$ cat config.mk
export PLATFORM = sky130hd
export DESIGN_NAME = button_debouncer
export DESIGN_NICKNAME = d
export VERILOG_FILES = /design/src/rtl/button_debouncer_pkg.sv /design/src/rtl/sync_2ff.sv /design/src/rtl/button_debouncer.sv
export SDC_FILE = /design/constraint.sdc
export NUM_CORES = 1
export LEC_CHECK = 0
export CORE_AREA = 5 5 42 44
export CTS_CLUSTER_DIAMETER = 50
export CTS_CLUSTER_SIZE = 12
export DETAILED_ROUTE_END_ITERATION = 16
export DIE_AREA = 0 0 47 49
export MAX_ROUTING_LAYER = met4
export PLACE_DENSITY = 0.5
export SYNTH_ARGS = -nofsm -noshare
export SYNTH_HDL_FRONTEND = slang
export SYNTH_SLANG_ARGS = --single-unit
$ cat constraint.sdc
create_clock -name clk -period 1.2 [get_ports clk]
set_clock_uncertainty 0.15 [all_clocks]
set_input_delay 0.12 -clock clk [delete_from_list [all_inputs] [get_ports clk]]
set_output_delay 0.12 -clock clk [all_outputs]
set_load 0.1 [all_outputs]
$ cat src/rtl/button_debouncer_pkg.sv
// Shared definitions for the pushbutton debouncer: FSM state encodings and
// the default stability count used by simulation and synthesis builds.
package button_debouncer_pkg;

  typedef enum logic [1:0] {
    ST_LOW       = 2'b00,
    ST_WAIT_HIGH = 2'b01,
    ST_HIGH      = 2'b10,
    ST_WAIT_LOW  = 2'b11
  } state_t;

  localparam int DEFAULT_CNT_MAX = 4;

  // One extra bit so CNT_MAX-1 always fits, even for CNT_MAX == 1.
  function automatic int cnt_width(input int cnt_max);
    return $clog2(cnt_max) + 1;
  endfunction

endpackage

$ cat src/rtl/sync_2ff.sv
// Two-flop synchroniser for a single asynchronous input; q lags d by two
// rising clk edges and both stages clear on a synchronous active-low reset.
module sync_2ff (
  input  logic clk,
  input  logic rst,
  input  logic d,
  output logic q
);

  logic sync1_reg;
  logic sync2_reg;

  always_ff @(posedge clk) begin
    if (!rst) begin
      sync1_reg <= 1'b0;
      sync2_reg <= 1'b0;
    end else begin
      sync1_reg <= d;
      sync2_reg <= sync1_reg;
    end
  end

  assign q = sync2_reg;

endmodule

$ cat src/rtl/button_debouncer.sv
// Pushbutton debouncer: synchronises btn_in, then only lets db_out change
// after the synchronised level has held for CNT_MAX consecutive cycles.
module button_debouncer
  import button_debouncer_pkg::*;
#(
  parameter int CNT_MAX = DEFAULT_CNT_MAX,
  parameter int CNT_W   = cnt_width(CNT_MAX)
) (
  input  logic clk,
  input  logic rst,
  input  logic btn_in,
  output logic db_out,
  output logic busy
);

  localparam logic [CNT_W-1:0] CNT_LAST = CNT_W'(CNT_MAX - 1);

  logic             sync2;
  state_t           state_reg;
  logic [CNT_W-1:0] cnt_reg;
  logic             db_out_reg;

  sync_2ff u_sync (
    .clk (clk),
    .rst (rst),
    .d   (btn_in),
    .q   (sync2)
  );

  // Any reversal during a WAIT state returns to the old stable state with the
  // counter cleared, so qualification always restarts from zero.
  always_ff @(posedge clk) begin
    if (!rst) begin
      state_reg  <= ST_LOW;
      cnt_reg    <= '0;
      db_out_reg <= 1'b0;
    end else begin
      case (state_reg)
        ST_LOW: begin
          if (sync2) begin
            state_reg <= ST_WAIT_HIGH;
            cnt_reg   <= '0;
          end
        end
        ST_WAIT_HIGH: begin
          if (!sync2) begin
            state_reg <= ST_LOW;
            cnt_reg   <= '0;
          end else if (cnt_reg == CNT_LAST) begin
            state_reg  <= ST_HIGH;
            db_out_reg <= 1'b1;
            cnt_reg    <= '0;
          end else begin
            cnt_reg <= cnt_reg + 1'b1;
          end
        end
        ST_HIGH: begin
          if (!sync2) begin
            state_reg <= ST_WAIT_LOW;
            cnt_reg   <= '0;
          end
        end
        ST_WAIT_LOW: begin
          if (sync2) begin
            state_reg <= ST_HIGH;
            cnt_reg   <= '0;
          end else if (cnt_reg == CNT_LAST) begin
            state_reg  <= ST_LOW;
            db_out_reg <= 1'b0;
            cnt_reg    <= '0;
          end else begin
            cnt_reg <= cnt_reg + 1'b1;
          end
        end
        default: begin
          state_reg  <= ST_LOW;
          cnt_reg    <= '0;
          db_out_reg <= 1'b0;
        end
      endcase
    end
  end

  assign db_out = db_out_reg;
  assign busy   = (state_reg == ST_WAIT_HIGH) || (state_reg == ST_WAIT_LOW);

endmodule

==> flow_summary_export.csv, run 1 <==
group,metric,value,unit
global_route,grt_overflow_total,0,
layout,syn2layout_area_growth,47.5,%
drt,drc,0,
logic_synthesis,synth_top_area_frac,0.498,
placement,placed_cell_area,403,sq um
logic_synthesis,synth.top_cells.by_area,"dfxtp_1, nand3b_1, nand2_1",
layout,fin_nets,48,
sta,grt_setup_unrepaired,"false",
floorplanning,ios,5,
status,outcome,"complete, no violations",
drt,vias,269,
drt,wire_per_inst,9.47,microns
logic_synthesis,synth_cell_types,17,
logic_synthesis,yosys_register_bits,8,
cts,root_buffer,"clkbuf_4",
global_route,grt_pass1_vias,229,
sta,fin_crit,1.17,ns
logic_synthesis,syn-num-nets,38,
floorplanning,fp.dieW,47,microns
logic_synthesis,ys_warn_count,0,
cts,htree_levels,1,
global_route,antenna_found_initial,0,
floorplanning,core,1400,sq um
sta,fin_crit_sh,0.973,
critical_path,max_stage_delay,0.35,ns
global_route,grt_start_max_net_pins,11,
sta,setup_violations,0,
drt,drt-pass1-iter-count,4,
placement,io_buffer_count,4,
sta,hold_viol,0,
logic_synthesis,syn_area_per_cell,9.46,sq um
global_route,grt_pass1_wl,903,microns
drt,drt-initial-drc-count,6,
logic_synthesis,syn_inst,34,
critical_path,start_kind,"flop",
logic_synthesis,synth_top_cell_by_area,"dfxtp_1",
layout,fin_area,474,sq um
placement,hpwl,407,microns
critical_path,cp-end-kind,"output pin",
worst_hold_path,hold_class,"flop to flop",
critical_path,cp_slowest_cell,"dfxtp_4",
layout,antenna_cells,0,
cts,hold_buffers,0,
cts,cts.sinks,8,
placement,place_congestion,0.760,
critical_path,crit_required,0.93,ns
sta,slew_viol_final,0,
cts,numCtsBuffers,3,
cts,clockBufferDepth,2,
logic_synthesis,syn_area,322,sq um
cts,cts_tree,"built",
floorplanning,die-area,2300,sq um
sta,worst_pin_slew,0.277,ns
critical_path,cp_cell_sequence,"buf_4, buf_12",
global_route,grt_usage,0.0664,
floorplanning,initial_core_util,0.229,
pwr,p_per_area,1170,nW/um^2
floorplanning,rows,14,
critical_path,critPathKind,"flop to output pin",
drt,wl,549,microns
sta,fmax,857,MHz
logic_synthesis,ys_seq_area_frac,0.498,
cts,clk_pin_slew_worst_paths,0.05,ns
drt,viasPerCell,4.64,
job,cap_viol_max_count,0,
layout,final_core_util,0.338,
critical_path,worstPathArrival,0.90,ns
floorplanning,die_h,49,microns
layout,drive_above_1_share,0.429,
pwr,ir_worst_vdd,0.000548,V
drt,ant_nets,0,
pwr,p_leak,0.179,nW
cts,worstSkewPairLatency,0.25,ns
critical_path,crit_path_max_fanout,5,
sta,slew_headroom,0.815,
sta,fin_hold_ws,0.280,ns
-- per-layer routing --
metal,wire [microns],vias to the layer above,track usage
li1,-,132,-
met1,205,126,0.0549
met2,261,7,0.0769
met3,40,4,0.0332
met4,41,0,0.111
met5,0,-,-
-- layout make-up --
type | instances | area (sq um)
Fill cell | 147 | 927
Timing Repair Buffer | 7 | 82.6
Sequential cell | 8 | 169
Multi-Input combinational cell | 24 | 180
Tap cell | 16 | 20.0
Clock buffer | 3 | 22.5
-- synthesized netlist by cell type, drive strengths merged --
master / number
a21boi: 1
a21oi: 2
and2: 2
and3: 1
and4b: 1
clkbuf: 2
dfxtp: 8
ha: 1
nand2: 5
nand2b: 1
nand3b: 3
nor2b: 1
o21ai: 1
o21bai: 1
o22ai: 2
or2: 1
xor2: 1
-- critical path: cells and delay by family (launching register included) --
| family | cells | cell delay [ns] |
|---|---|---|
| flip-flops | 1 | 0.35 |
| buffers and inverters | 2 | 0.29 |
-- final timing paths --
check / startpoint / end / slack, ns / cells after the start
hold reg to reg: u_sync.sync1_reg$_SDFF_PN0_ / u_sync.q$_SDFF_PN0_ / 0.28 / 1
hold / removal: u_sync.sync1_reg$_SDFF_PN0_ / u_sync.q$_SDFF_PN0_ / 0.28 / 1
setup reg to reg: flop / cnt_reg[1]$_SDFFE_PN0P_ / 0.04 / 3
setup / recovery: state_reg[0]$_SDFFE_PN0P_ / busy / 0.03 / 2
-- cell usage in the layout (no fill, tap or decap) --
master           netlist  routed
dfxtp_2                0       4
and3_2                 1       1
nand2_1                5       5
nand3b_1               3       3
xor2_2                 0       1
clkdlybuf4s50_1        0       2
o21bai_1               1       1
a21oi_2                0       1
a21boi_1               0       1
or2_4                  0       1
o21ai_0                1       1
buf_12                 0       2
and2_1                 2       2
nor2b_1                1       1
buf_4                  0       3
and4b_1                1       1
dfxtp_4                0       1
a21oi_1                2       1
nand2b_1               1       1
clkbuf_4               0       3
dfxtp_1                8       3
o22ai_1                2       2
ha_4                   0       1
-- cells by family (layout without fill, tap and decap cells) --
logic type               after synthesis  in the layout  share of synthesized area
flip-flops                             8              8                      0.498
adder cells (fa/ha/maj)                1              1                     0.0389
buffers and inverters                  2             10                     0.0234
AND/OR/NAND/NOR                       15             15                      0.280
AO/OA/AOI/OAI                          7              7                      0.132
XOR/XNOR                               1              1                     0.0272
-- power breakdown --
| group | total [W] | internal, W | switching [W] |
|---|---|---|---|
| sequential | 0.000279 | 0.000273 | 0.00000678 |
| combinational | 0.0000753 | 0.0000328 | 0.0000425 |
| clock | 0.000202 | 0.000114 | 0.0000875 |
-- what timing repair did --
item                                    CTS  global route
endpoints found under the setup margin    2             6
buffers inserted                          1             1
resized for setup                         3             8
pin swaps                                 1             4
cloned                                    0             0
-- through the flow --
stage | power, W | setup WS (ns) | instances | setup TNS (ns)
2_1_floorplan | 0.000329 | 0.0296 | 34 | 0
3_3_place_gp | 0.000356 | -0.0118 | 53 | -0.0118
3_5_place_dp | 0.000358 | -0.0490 | 53 | -0.0949
4_1_cts | 0.000566 | 0.0141 | 57 | 0
5_1_grt | 0.000590 | 0.00301 | 58 | 0
6_report | 0.000556 | 0.0328 | 58 | 0
No activity file was read; power rests on OpenSTA's default activity.
==> run 2: changes to the inputs <==
SLEW_MARGIN = 5   (was unset)
TNS_END_PERCENT = 1   (was unset)
==> run 2 against run 1 <==
Critical path type unchanged. Non-clock buffer count fell by 1. Utilization is 0.36 points lower. Via count rose by 7.1%. Die area did not move. Maximum frequency is 0.89% lower. Critical endpoint unchanged.
==> flow_summary_export.csv, run 2 (same netlist as run 1, synthesis figures left out) <==
group,metric,value,unit
critical_path,rr_worst_depth,4,
sta,fin_crit,1.18,ns
floorplanning,rows,14,
floorplanning,ios,5,
layout,mostFrequentLayoutCells,"nand2_1, dfxtp_2, nand3b_1, clkbuf_4, dfxtp_1",
global_route,antenna_found_initial,0,
floorplanning,die_h,49,microns
placement,hpwl,450,microns
sta,worst_pin_slew,0.290,ns
critical_path,critPathKind,"flop to output pin",
floorplanning,core,1400,sq um
job,cap_viol_max_count,0,
cts,clockBufferDepth,2,
pwr,p_leak,0.176,nW
drt,wl,665,microns
cts,numCtsBuffers,3,
drt,vias,288,
status,outcome,"complete, no violations",
drt,top_layer_used,"met4",
critical_path,crit_path_max_fanout,6,
critical_path,worstPathArrival,0.91,ns
layout,final_common_cell,"nand2_1",
worst_hold_path,hold_depth,1,
drt,ant_nets,0,
placement,placed_cell_area,410,sq um
placement,dpl.cell_count,54,
cts,clk_pin_slew_worst_paths,0.06,ns
critical_path,cp-end-kind,"output pin",
critical_path,cp_cell_sequence,"buf_4, buf_12",
layout,fin_nets,47,
sta,fin_crit_sh,0.981,
critical_path,crit_required,0.93,ns
layout,fin_area,469,sq um
pwr,p_per_area,1200,nW/um^2
layout,syn2layout_area_growth,45.9,%
sta,setup_ws,0.0224,ns
floorplanning,initial_core_util,0.229,
placement,io_buffer_count,4,
global_route,grt_pass1_vias,264,
layout,drive_above_1_share,0.415,
global_route,grt_start_max_net_pins,11,
placement,place_ws,-0.0398,ns
layout,instances_no_fill,57,
pwr,ir_worst_vdd,0.000536,V
layout,antenna_cells,0,
cts,cts.sinks,8,
sta,slew_headroom,0.806,
drt,viasPerCell,5.05,
drt,wl_met3,54,microns
global_route,grt_pass1_wl,1.02,mm
floorplanning,fp.dieW,47,microns
floorplanning,die-area,2300,sq um
sta,setup_violations,0,
sta,fmax,849,MHz
drt,drc,0,
critical_path,cp_slowest_cell,"dfxtp_4",
drt,wl_met2,308,microns
drt,drt-pass1-iter-count,4,
drt,wire_per_inst,11.7,microns
cts,hold_buffers,0,
placement,place_congestion,0.734,
global_route,grt_usage,0.0664,
sta,slew_viol_final,0,
critical_path,start_kind,"flop",
cts,root_buffer,"clkbuf_4",
critical_path,max_stage_delay,0.36,ns
worst_hold_path,hold_class,"flop to flop",
sta,grt_setup_unrepaired,"true",
drt,route.layer.met1.wl,270,microns
cts,cts_tree,"built",
drt,drt-initial-drc-count,12,
sta,hold_viol,0,
cts,htree_levels,1,
cts,worstSkewPairLatency,0.25,ns
global_route,grt_overflow_total,0,
[run 2: worst max-delay path, delay by kind of cell, from the launching register on]
kind                   cells  cell delay (ns)
flip-flops                 1             0.36
buffers and inverters      2             0.29
[run 2: worst paths after layout]
| path | start | endpoint | slack [ns] |
|---|---|---|---|
| max | state_reg[0]$_SDFFE_PN0P_ | busy | 0.02 |
| min | u_sync.sync1_reg$_SDFF_PN0_ | u_sync.q$_SDFF_PN0_ | 0.29 |
| max reg2reg | cnt_reg[1]$_SDFFE_PN0P_ | db_out$_SDFFE_PN0P_ | 0.03 |
| min reg2reg | u_sync.sync1_reg$_SDFF_PN0_ | u_sync.q$_SDFF_PN0_ | 0.29 |
[run 2: per-stage QoR]
stage / setup TNS (ns) / util / hold slack [ns] / power, W
4_1_cts: 0 / 0.313 / 0.291 / 0.000568
6_report: 0 / 0.335 / 0.287 / 0.000562
2_1_floorplan: -0.289 / - / 0.0973 / 0.000329
5_1_grt: -0.0635 / 0.335 / 0.291 / 0.000583
3_5_place_dp: -0.0639 / 0.293 / 0.280 / 0.000358
3_3_place_gp: 0 / 0.293 / 0.270 / 0.000357
[run 2: repair_timing]
action                                 in CTS  in global routing
setup endpoints to repair                   3                  6
pin swaps                                   1                  0
endpoints found under the hold margin       0                  0
gates resized for setup                     4                  8
setup buffers                               0                  0
[run 2: report_power, final]
| group | switching [W] | internal [W] | leakage (nW) |
|---|---|---|---|
| registers | 0.00000760 | 0.000272 | 0.0678 |
| clock network | 0.0000923 | 0.000115 | 0.0138 |
| logic | 0.0000431 | 0.0000323 | 0.0940 |
[run 2: area by class of cell]
class / instances / area [sq um]
Fill cell: 152 / 932
Multi-Input combinational cell: 24 / 183
Sequential cell: 8 / 169
Timing Repair Buffer: 6 / 75.1
Clock buffer: 3 / 22.5
Tap cell: 16 / 20.0
[run 2: layer usage]
layer / GRT usage / vias up
met5: - / -
met4: 0.0876 / 0
met3: 0.0221 / 4
met2: 0.0814 / 16
met1: 0.0681 / 139
li1: - / 129
==> run 3: changes to the inputs <==
CORE_AREA = 2 2 39 41   (was 5 5 42 44)
DIE_AREA = 0 0 41 43   (was 0 0 47 49)
PLACE_DENSITY = 0.48   (was 0.5)
clock period = 1.25 ns   (was 1.2 ns; I/O delays follow)
==> run 3 against run 2 <==
Power decreased by 6.3%. Cell count fell by 3.5%. Worst hold slack got worse by 0.0057 ns. Flip-flop and latch count unchanged. Critical path depth is 1 lower. Clock-buffer cell count unchanged. Critical path type unchanged. Largest cell class unchanged. Largest power group unchanged. Highest routed layer unchanged.
==> flow_summary_export.csv, run 3 (same netlist as run 1, synthesis figures left out) <==
group,metric,value,unit
layout,fillers,145,
drt,ant_nets,0,
worst_hold_path,hold_depth,1,
critical_path,cp_slowest_cell,"dfxtp_1",
layout,syn2layout_area_growth,36.6,%
drt,drt-pass1-iter-count,4,
sta,setup_ws,0.0619,ns
cts,cts.sinks,8,
cts,clk_pin_slew_worst_paths,0.05,ns
cts,htree_levels,1,
placement,io_buffer_count,4,
critical_path,critPathTopFamily,"flip-flops",
placement,place_ws,-0.00973,ns
sta,setup_violations,0,
cts,root_buffer,"clkbuf_4",
drt,drc,0,
layout,mostFrequentLayoutCells,"nand2_1, dfxtp_1, nand3b_1, clkbuf_4, dfxtp_2",
placement,placed_cell_area,395,sq um
sta,slew_viol_final,0,
floorplanning,fp.dieW,41,microns
layout,drive_above_1_share,0.333,
floorplanning,rows,14,
status,outcome,"complete, no violations",
layout,fin_nets,45,
pwr,ir_worst_vdd,0.000572,V
sta,hold_viol,0,
critical_path,crit_path_max_fanout,6,
drt,drt-initial-drc-count,5,
floorplanning,core,1380,sq um
layout,antenna_cells,0,
critical_path,cp-end-kind,"output pin",
floorplanning,die-area,1760,sq um
critical_path,critPathKind,"flop to output pin",
sta,slew_headroom,0.817,
placement,place_congestion,0.775,
critical_path,crit_buf_inv,1,
cts,hold_buffers,0,
sta,grt_setup_unrepaired,"false",
global_route,grt_overflow_total,0,
placement,hpwl,403,microns
pwr,p_per_area,1200,nW/um^2
sta,fin_crit,1.19,ns
drt,wire_per_inst,9.33,microns
sta,fin_crit_sh,0.950,
sta,fmax,842,MHz
sta,worst_pin_slew,0.273,ns
pwr,p_leak,0.163,nW
cts,cts_tree,"built",
floorplanning,initial_core_util,0.232,
critical_path,worstPathArrival,0.91,ns
global_route,grt_usage,0.0886,
critical_path,start_kind,"flop",
critical_path,cp_cell_sequence,"buf_12",
cts,clockBufferDepth,2,
worst_hold_path,hold_class,"flop to flop",
critical_path,crit_required,0.98,ns
critical_path,rr_worst_depth,3,
cts,worstSkewPairLatency,0.25,ns
global_route,grt_start_max_net_pins,11,
global_route,grt_pass1_vias,249,
job,cap_viol_max_count,0,
critical_path,max_stage_delay,0.45,ns
global_route,grt_pass1_wl,966,microns
cts,post-cts-setup-buffers,0,
critical_path,cp_num_cells,1,
cts,numCtsBuffers,3,
drt,viasPerCell,4.60,
layout,final_core_util,0.317,
global_route,antenna_found_initial,0,
floorplanning,die_h,43,microns
layout,fin_area,439,sq um
drt,wl,513,microns
floorplanning,ios,5,
layout,multiInputGateArea,173,sq um
layout,regArea,164,sq um
drt,vias,253,
run 3: changes by cell type in the layout (fill, tap and decap cells not counted):
cell and change:
buf_4 -2, dfxtp_4 -1, ha_2 +1, dfxtp_1 +2, ha_4 -1, dfxtp_2 -1
run 3: timing repair:
action,CTS,global route
resized for setup,0,8
setup endpoints to repair,0,4
hold endpoints to repair,0,0
run 3: power breakdown:
part / total [W] / switching [W] / internal, W
sequential: 0.000271 / 0.00000711 / 0.000263
clock: 0.000187 / 0.0000778 / 0.000109
combinational: 0.0000694 / 0.0000399 / 0.0000295
run 3: layout make-up:
cell class | count | share of cell area
Clock buffer | 3 | 0.0513
Timing Repair Buffer | 4 | 0.137
Tap cell | 16 | 0.0456
Multi-Input combinational cell | 24 | 0.393
Sequential cell | 8 | 0.373
run 3: per-layer routing:
metal	routed length [microns]	part of all wire	vias to the layer above	global-route usage
li1	-	-	129	-
met1	209	0.41	111	0.0871
met2	252	0.49	9	0.119
met3	34	0.066	4	0.0314
met4	17	0.033	0	0.100
met5	0	0	-	-
run 3: through the flow:
stage	instances	setup TNS, ns	power, W	hold slack (ns)
2_1_floorplan	34	-0.244	0.000316	0.102
3_3_place_gp	52	0	0.000341	0.268
3_5_place_dp	52	-0.00973	0.000342	0.274
4_1_cts	55	0	0.000534	0.286
5_1_grt	55	0	0.000555	0.297
6_report	55	0	0.000527	0.281
run 3: worst paths after layout:
path / from / to / slack [ns]
min: u_sync.sync1_reg$_SDFF_PN0_ / u_sync.q$_SDFF_PN0_ / 0.28
min reg2reg: u_sync.sync1_reg$_SDFF_PN0_ / u_sync.q$_SDFF_PN0_ / 0.28
max reg2reg: flop / cnt_reg[1]$_SDFFE_PN0P_ / 0.08
max: state_reg[0]$_SDFFE_PN0P_ / busy / 0.06
